`config.mk`:
```
export PLATFORM = sky130hd
export DESIGN_NAME = load_store_unit
export DESIGN_NICKNAME = d
export VERILOG_FILES = /design/src/rtl/lsu_pkg.sv /design/src/rtl/lsu_lane_align.sv /design/src/rtl/load_store_unit.sv
export SDC_FILE = /design/constraint.sdc
export NUM_CORES = 1
export LEC_CHECK = 0
export BUFFER_PORTS_ARGS = -buffer_cell sky130_fd_sc_hd__buf_2
export CORE_MARGIN = 8
export CORE_UTILIZATION = 35
export DETAILED_ROUTE_END_ITERATION = 16
export PLACE_DENSITY = 0.64
export SLEW_MARGIN = 10
export SYNTH_ARGS = -nofsm -noshare
export SYNTH_HDL_FRONTEND = slang
export SYNTH_HIERARCHICAL = 1
export SYNTH_SLANG_ARGS = --single-unit
```
`constraint.sdc`:
```
create_clock -name i_clk -period 8.6 [get_ports i_clk]
set_input_delay 0.86 -clock i_clk [delete_from_list [all_inputs] [get_ports i_clk]]
set_output_delay 0.86 -clock i_clk [all_outputs]
set_load 0.005 [all_outputs]
```
`src/rtl/lsu_pkg.sv`:
```
// lsu_pkg: op-code constants, exception codes, FSM state encoding and decode helpers for load_store_unit.
package lsu_pkg;
    localparam logic [3:0] OP_LB  = 4'b0000;
    localparam logic [3:0] OP_LH  = 4'b0001;
    localparam logic [3:0] OP_LW  = 4'b0010;
    localparam logic [3:0] OP_LBU = 4'b0011;
    localparam logic [3:0] OP_LHU = 4'b0100;
    localparam logic [3:0] OP_SB  = 4'b1000;
    localparam logic [3:0] OP_SH  = 4'b1001;
    localparam logic [3:0] OP_SW  = 4'b1010;
    localparam logic [1:0] EXC_NONE    = 2'b00;
    localparam logic [1:0] EXC_LOAD    = 2'b01;
    localparam logic [1:0] EXC_STORE   = 2'b10;
    localparam logic [1:0] EXC_TIMEOUT = 2'b11;
    typedef enum logic [1:0] {S_IDLE, S_REQ, S_DONE} state_t;
    function automatic logic is_store(input logic [3:0] op);
        return op inside {OP_SB, OP_SH, OP_SW};
    endfunction
    function automatic logic is_load(input logic [3:0] op);
        return op inside {OP_LB, OP_LH, OP_LW, OP_LBU, OP_LHU};
    endfunction
    function automatic logic [1:0] align_exc(input logic [3:0] op, input logic [1:0] a);
        logic mis;
        mis = (op inside {OP_LH, OP_LHU, OP_SH} && a[0]) || (op inside {OP_LW, OP_SW} && a != 2'b00);
        return !mis ? EXC_NONE : is_store(op) ? EXC_STORE : EXC_LOAD;
    endfunction
endpackage

```
`src/rtl/lsu_lane_align.sv`:
```
// lsu_lane_align: little-endian byte-enable and store-data steering, plus load byte/half extract and extend.
module lsu_lane_align
    import lsu_pkg::*;
(
    input  logic [3:0]  op,
    input  logic [1:0]  addr_lo,
    input  logic [31:0] store_data,
    input  logic [31:0] rdata,
    output logic [3:0]  be,
    output logic [31:0] wdata,
    output logic [31:0] load_data
);
    logic [7:0]  byte_v;
    logic [15:0] half_v;
    always_comb begin
        byte_v = 8'(rdata >> {addr_lo, 3'b000});
        half_v = addr_lo[1] ? rdata[31:16] : rdata[15:0];
        be = op == OP_SB ? 4'b0001 << addr_lo :
             op == OP_SH ? 4'b0011 << {addr_lo[1], 1'b0} : 4'b1111;
        wdata = op == OP_SB ? {4{store_data[7:0]}} :
                op == OP_SH ? {2{store_data[15:0]}} :
                op == OP_SW ? store_data : '0;
        load_data = op == OP_LB  ? {{24{byte_v[7]}}, byte_v} :
                    op == OP_LBU ? {24'h0, byte_v} :
                    op == OP_LH  ? {{16{half_v[15]}}, half_v} :
                    op == OP_LHU ? {16'h0, half_v} :
                    op == OP_LW  ? rdata : '0;
    end
endmodule

```
`src/rtl/load_store_unit.sv`:
```
// load_store_unit: single-outstanding load/store sequencer (IDLE -> REQ -> DONE).
// Define LSU_TIMEOUT_EN to abandon a request after TIMEOUT_CYCLES cycles without ack (exception 11).
module load_store_unit
    import lsu_pkg::*;
#(
    parameter int TIMEOUT_CYCLES = 16
) (
    input  logic        i_clk,
    input  logic        i_rst,
    input  logic        i_valid,
    output logic        o_ready,
    input  logic [3:0]  i_op_code,
    input  logic [31:0] i_eff_addr,
    input  logic [31:0] i_store_data,
    output logic        o_mem_req,
    output logic        o_mem_we,
    output logic [31:0] o_mem_addr,
    output logic [3:0]  o_mem_be,
    output logic [31:0] o_mem_wdata,
    input  logic        i_mem_ack,
    input  logic [31:0] i_mem_rdata,
    output logic        o_done,
    output logic [31:0] o_load_data,
    output logic [1:0]  o_exception
);
    state_t      state, state_n;
    logic [3:0]  op_q;
    logic [31:0] addr_q, data_q, rdata_q;
    logic [1:0]  exc_q, exc_n;
    logic [3:0]  be;
    logic [31:0] wdata, ld;
    logic        timeout_hit;
`ifdef LSU_TIMEOUT_EN
    localparam int CW = $clog2(TIMEOUT_CYCLES + 1);
    logic [CW-1:0] cnt;
    // Held at zero outside REQ, so it is already clear on REQ entry.
    always_ff @(posedge i_clk or posedge i_rst)
        if (i_rst) cnt <= '0;
        else cnt <= state == S_REQ ? cnt + 1'b1 : '0;
    assign timeout_hit = cnt == CW'(TIMEOUT_CYCLES - 1);
`else
    assign timeout_hit = 1'b0;
`endif
    always_comb begin
        state_n = state;
        exc_n   = exc_q;
        unique case (state)
            S_IDLE: if (i_valid) begin
                exc_n   = align_exc(i_op_code, i_eff_addr[1:0]);
                state_n = (exc_n != EXC_NONE || !(is_load(i_op_code) || is_store(i_op_code))) ? S_DONE : S_REQ;
            end
            S_REQ: if (i_mem_ack) state_n = S_DONE;
                   else if (timeout_hit) begin
                       state_n = S_DONE;
                       exc_n   = EXC_TIMEOUT;
                   end
            default: state_n = S_IDLE;
        endcase
    end
    always_ff @(posedge i_clk or posedge i_rst) begin
        if (i_rst) begin
            state   <= S_IDLE;
            exc_q   <= EXC_NONE;
            op_q    <= '0;
            addr_q  <= '0;
            data_q  <= '0;
            rdata_q <= '0;
        end else begin
            state <= state_n;
            exc_q <= exc_n;
            if (state == S_IDLE && i_valid) begin
                op_q   <= i_op_code;
                addr_q <= i_eff_addr;
                data_q <= i_store_data;
            end
            if (state == S_REQ && i_mem_ack) rdata_q <= i_mem_rdata;
        end
    end
    lsu_lane_align u_align (
        .op        (op_q),
        .addr_lo   (addr_q[1:0]),
        .store_data(data_q),
        .rdata     (rdata_q),
        .be        (be),
        .wdata     (wdata),
        .load_data (ld)
    );
    assign o_ready     = state == S_IDLE;
    assign o_mem_req   = state == S_REQ;
    assign o_mem_we    = o_mem_req && is_store(op_q);
    assign o_mem_addr  = {addr_q[31:2], 2'b00};
    assign o_mem_be    = o_mem_req ? be : '0;
    assign o_mem_wdata = o_mem_req ? wdata : '0;
    assign o_done      = state == S_DONE;
    assign o_load_data = (o_done && exc_q == EXC_NONE) ? ld : '0;
    assign o_exception = o_done ? exc_q : EXC_NONE;
endmodule

```
== After elaboration in Yosys (flattened, before gate mapping) ==
Cells that the tools add are included.
Storage, ports and cells
  register bits: 104
  input port bits: 104
  output and inout bits: 106
  word-level logic and storage cells: 71
Cells by class
  equality and inequality tests: 18
  shifts and indexed selects: 3
  muxes and demuxes: 21
  reduce and logical (&&, ||, !) cells: 23
Operators with widths (count)
  32-bit two-way mux: 10
  32-bit by 5-bit >> shifter with 8-bit output: 1
  4-bit equality test (second input constant): 6
  4-bit by 2-bit equality test with 1-bit output (second input constant): 4
  16-bit two-way mux: 1
  2-bit two-way mux: 6
  4-bit two-way mux: 3
  3-bit nonzero test: 3
  4-bit by 1-bit equality test with 1-bit output (second input constant): 2
  4-bit by 3-bit equality test with 1-bit output (second input constant): 2
  4-bit logical NOT: 2
  1-bit logical AND: 6
  2-bit nonzero test: 3
  5-bit nonzero test: 1
  2-bit logical NOT: 2
  2-bit case mux with 2 select lines: 1
  2-bit AND reduction: 2
  1-bit by 2-bit left shift with 4-bit output (first input constant): 1
  2-bit by 2-bit left shift with 4-bit output (first input constant): 1
  1-bit logical OR: 3
  2-bit by 1-bit equality test with 1-bit output (second input constant): 1
  2-bit equality test (second input constant): 1
  2-bit by 1-bit != test with 1-bit output (second input constant): 1
  2-bit != test (second input constant): 1
  1-bit logical NOT: 1

== Longest topological paths before layout ==
  depth after elaboration: 10
  depth in mapped cells: 7
  depth with buffers taken out: 4

== Modules after synthesis ==
Netlist, hierarchy kept.
Modules (own cells, without submodules)
  load_store_unit: instances 1, cells each 502, area each 4740.8 µm², seq. area each 2602.5 µm²
  lsu_lane_align: instances 1, cells each 226, area each 1562.7 µm², seq. area each 0.0 µm²

== Least setup slack after synthesis ==
No wires, ideal clock.
  path kind: reg2out
  start point: register addr_q[1]
  end point: output port o_load_data[2]
  data arrival time: 1612 ps
  data required time: 7740 ps
  setup slack: 6128 ps
  cell stages (with the launch flop): 6
  buffers on the path: 1
  path through: dfrtp_1 > buf_6 > mux4_2 > and3_1 > a221o_1 > and2_1
On the way
  cells in the longest elaborated chain, start to end: 6
  elaborated cells between the ends (all ways): 7
  classes of those cells: 1 x shift; 6 x mux
Ends and longest elaborated chain
  start, declared: RTL line load_store_unit.sv:28  | logic [31:0] addr_q, data_q, rdata_q;
  start signal, assigned: RTL line load_store_unit.sv:73  | addr_q <= i_eff_addr;
  parallel branches: the longest is 4 deep, another holds 32-bit by 5-bit >> shifter with 8-bit output
  32-bit two-way mux *: RTL line lsu_lane_align.sv:23  | load_data = op == OP_LB ? {{24{byte_v[7]}}, byte_v} :
  named net ld[2]: RTL line load_store_unit.sv:31  | logic [31:0] wdata, ld;
  32-bit two-way mux *: RTL line load_store_unit.sv:95  | assign o_load_data = (o_done && exc_q == EXC_NONE) ? ld : '0;
  end, declared: RTL line load_store_unit.sv:23  | output logic [31:0] o_load_data,
Mark *: on every way through the listed nets, which the timed path passes.

== Worst setup path after layout ==
  start point: register addr_q[1]
  end point: output port o_load_data[25]
On the way
  cells in the longest elaborated chain, start to end: 5
  elaborated cells between the ends (all ways): 6
  classes of those cells: 1 x shift; 5 x mux
Ends and longest elaborated chain (RTL line)
  parallel branches: the longest is 3 deep, another holds 32-bit by 5-bit >> shifter with 8-bit output
  32-bit two-way mux *: lsu_lane_align.sv:23
  named net ld[25]: load_store_unit.sv:31
  32-bit two-way mux *: load_store_unit.sv:95
Marked as above.

==> impl_metrics.tcl <==
set metrics [dict create \
    tns_ns 0 \
    drt-pass1-iter-count 5 \
    syn2layout_area_growth_pct 18.6 \
    drtAntennaViolNets 0 \
    ys_types 51 \
    status "finished clean" \
    power.share.combinational 0.386 \
    io_pins 210 \
    ys_ff_latch 104 \
    cp_cell_sequence "mux2i_1, a2111o_1, o21ai_1, and2_1, buf_2" \
    hold_buffers 0 \
    final_cells 1109 \
    cts_root_buffer "clkbuf_16" \
    cp.arrival_ns 2.72 \
    syn_inst 728 \
    avgViaCountPerCell 4.83 \
    p_seq_frac 0.412 \
    finalCriticalPeriod_ns 3.58 \
    hold_violations 0 \
    clock_latency_ns 0.36 \
    ys_warn_count 6 \
    pwr-share-clk 0.202 \
    cp-startpoint "addr_q[1]" \
    grt_pass1_wl_um 29300 \
    io_buffers 207 \
    setup.worst_path.end_class "primary output" \
    period_share 0.417 \
    worst_slew_pin_slew_ns 1.00 \
    relSlewSlack 0.330 \
    maxCapViolations 0 \
    drt_iter0_drc 360 \
    switchingPower_mw 0.803 \
    grt_pass1_vias 5393 \
    clock_skew_ns 0.0112 \
    crit_family "compound AO/OA/AOI/OAI gates" \
    hold_path_class "flop to flop" \
    leakagePower_nw 3.92 \
    avgSynthCellArea_um2 8.66 \
    start_util 0.353 \
    cp_num_cells 5 \
    crit_end "o_load_data[25]" \
    power_density_mw_per_mm2 274 \
    synth-edff-count 0 \
    row_count 49 \
    grt_max_degree 72 \
    switching_share 0.393 \
    worst_slack_ns 5.02 \
    gp_congestion 0.824 \
    grt_overflow_total 0 \
    cp.required_ns 7.74 \
    slew_viol_final 0 \
    final_common_cell "nand2_1" \
    htreeDepth 3 \
    cp_slowest_stage_delay_ns 0.95 \
    finalPower_mw 2.05 \
    cts_sinks 104 \
    cts_tree "built" \
    antenna_found_initial 5 \
    die_area_mm2 0.0226 \
    clk_pin_slew_ns 0.07 \
    cts_made_buffers 9 \
    synthArstFlopShare 1.00 \
    worstRegToRegCells 5 \
    die-height_um 150 \
    max_freq_mhz 279 \
    synth-main-ff-cell "dfrtp_1" \
    nets 977 \
    netlist_area_mm2 0.00630 \
    wl_per_cell_um 16.6 \
    reg2reg_slack_ns 6.42 \
    wl_um 18400 \
    drc_errors 0 \
    cts_resized 0 \
    drive_gt1_frac 0.346 \
    cp-start-kind "flop" \
    placed_cells 1091 \
    finalSetupViolCount 0 \
    final_cell_mix "241 x nand2_1, 207 x buf_2, 104 x dfrtp_1, 78 x and2_1, 32 x mux2_2" \
    rsz0062_at_grt "false" \
    seq_area_frac_synth 0.413 \
    coreArea_mm2 0.0178 \
    hpwl_um 13500 \
    critPathKind "flop to primary output" \
    r2r-end "rdata_q[25]" \
    vias 5357 \
    irDropWorstVdd_v 0.000119 \
    path_max_fanout 23 \
    clockBufferDepth 2 \
    cts_setup_buffers 0 \
    post-place-ws_ns 5.37 \
    slowest_stage "dfrtp_1" \
    r2r-start "state[0]" \
    grt.total_usage 0.165 \
    internal-power_mw 1.24 \
    crit_buf_inv 1 \
    fp.dieW_um 150 \
]
-- tightest hold or removal path, delay by kind of cell, from the launching register on --
kind	cells	cell delay, ns
and+or+nand+nor	2	0.10
DFF	1	0.34
-- worst min path at each step --
stage,cells past startpoint,from,slack [ns],to
after CTS,2,addr_q[27],0.48,addr_q[27]
after global routing,2,data_q[18],0.50,data_q[18]
after global placement,2,addr_q[27],0.45,addr_q[27]
after floorplan,2,data_q[24],0.45,data_q[24]
final,2,addr_q[27],0.47,addr_q[27]
after detailed placement,2,addr_q[27],0.46,addr_q[27]
-- Yosys cell counts, drive strengths merged (10+ instances only) --
library cell	instances	share of area
nand2	244	0.15
dfrtp	104	0.41
and2	79	0.078
buf	59	0.066
mux2	32	0.057
a21oi	27	0.021
clkbuf	24	0.018
nor2	23	0.015
o21ai	22	0.023
inv	12	0.0071
mux2i	10	0.016
nor2b	10	0.0099
-- power by group through the flow --
stage                     Combinational [mW]  Clock [mW]  Sequential [mW]
after global placement                 0.782           0            0.848
after detailed placement               0.800           0            0.850
after global routing                   0.887       0.446            0.873
after floorplan                        0.690           0            0.764
after CTS                              0.799       0.427            0.845
final                                  0.790       0.413            0.843
-- state kept, by name, summed over array words and instances (netlist names) --
signal   cells
op_q         4
exc_q        2
addr_q      32
data_q      32
state        2
rdata_q     32
-- per-layer routing --
metal	wire length [um]	up-vias	global-route usage
li1	-	2648	-
met4	426	8	0.0640
met1	7880	2487	0.209
met5	46	-	0
met2	8350	185	0.254
met3	1750	29	0.0586
-- kinds of logic (layout without fill, tap and decap cells) --
| group | count (synthesis) | count (layout) | share of synthesized area |
|---|---|---|---|
| compound gates | 79 | 79 | 0.0937 |
| xor+xnor | 2 | 2 | 0.00576 |
| buf+inv | 95 | 244 | 0.0911 |
| flops | 104 | 104 | 0.413 |
| mux | 50 | 50 | 0.102 |
| other cells | 1 | 4 | 0.000595 |
| simple gates | 397 | 397 | 0.294 |
-- final cells by class --
type                            instances  area (um^2)
Antenna cell                            2         5.00
Clock buffer                            9          225
Clock inverter                          7         70.1
Fill cell                            1838        10400
Inverter                               12         47.5
Multi-Input combinational cell        530         3140
Sequential cell                       104         2600
Tap cell                              229          287
Timing Repair Buffer                  216         1100
-- stage by stage --
stage / utilization / instance area (um^2) / hold WS [ns]
2_1_floorplan: - / 6310 / 0.446
5_1_grt: 0.419 / 7470 / 0.503
3_3_place_gp: 0.402 / 7180 / 0.454
3_5_place_dp: 0.402 / 7180 / 0.457
4_1_cts: 0.419 / 7470 / 0.476
6_report: 0.419 / 7480 / 0.470
(Power assumes the default switching activity.)
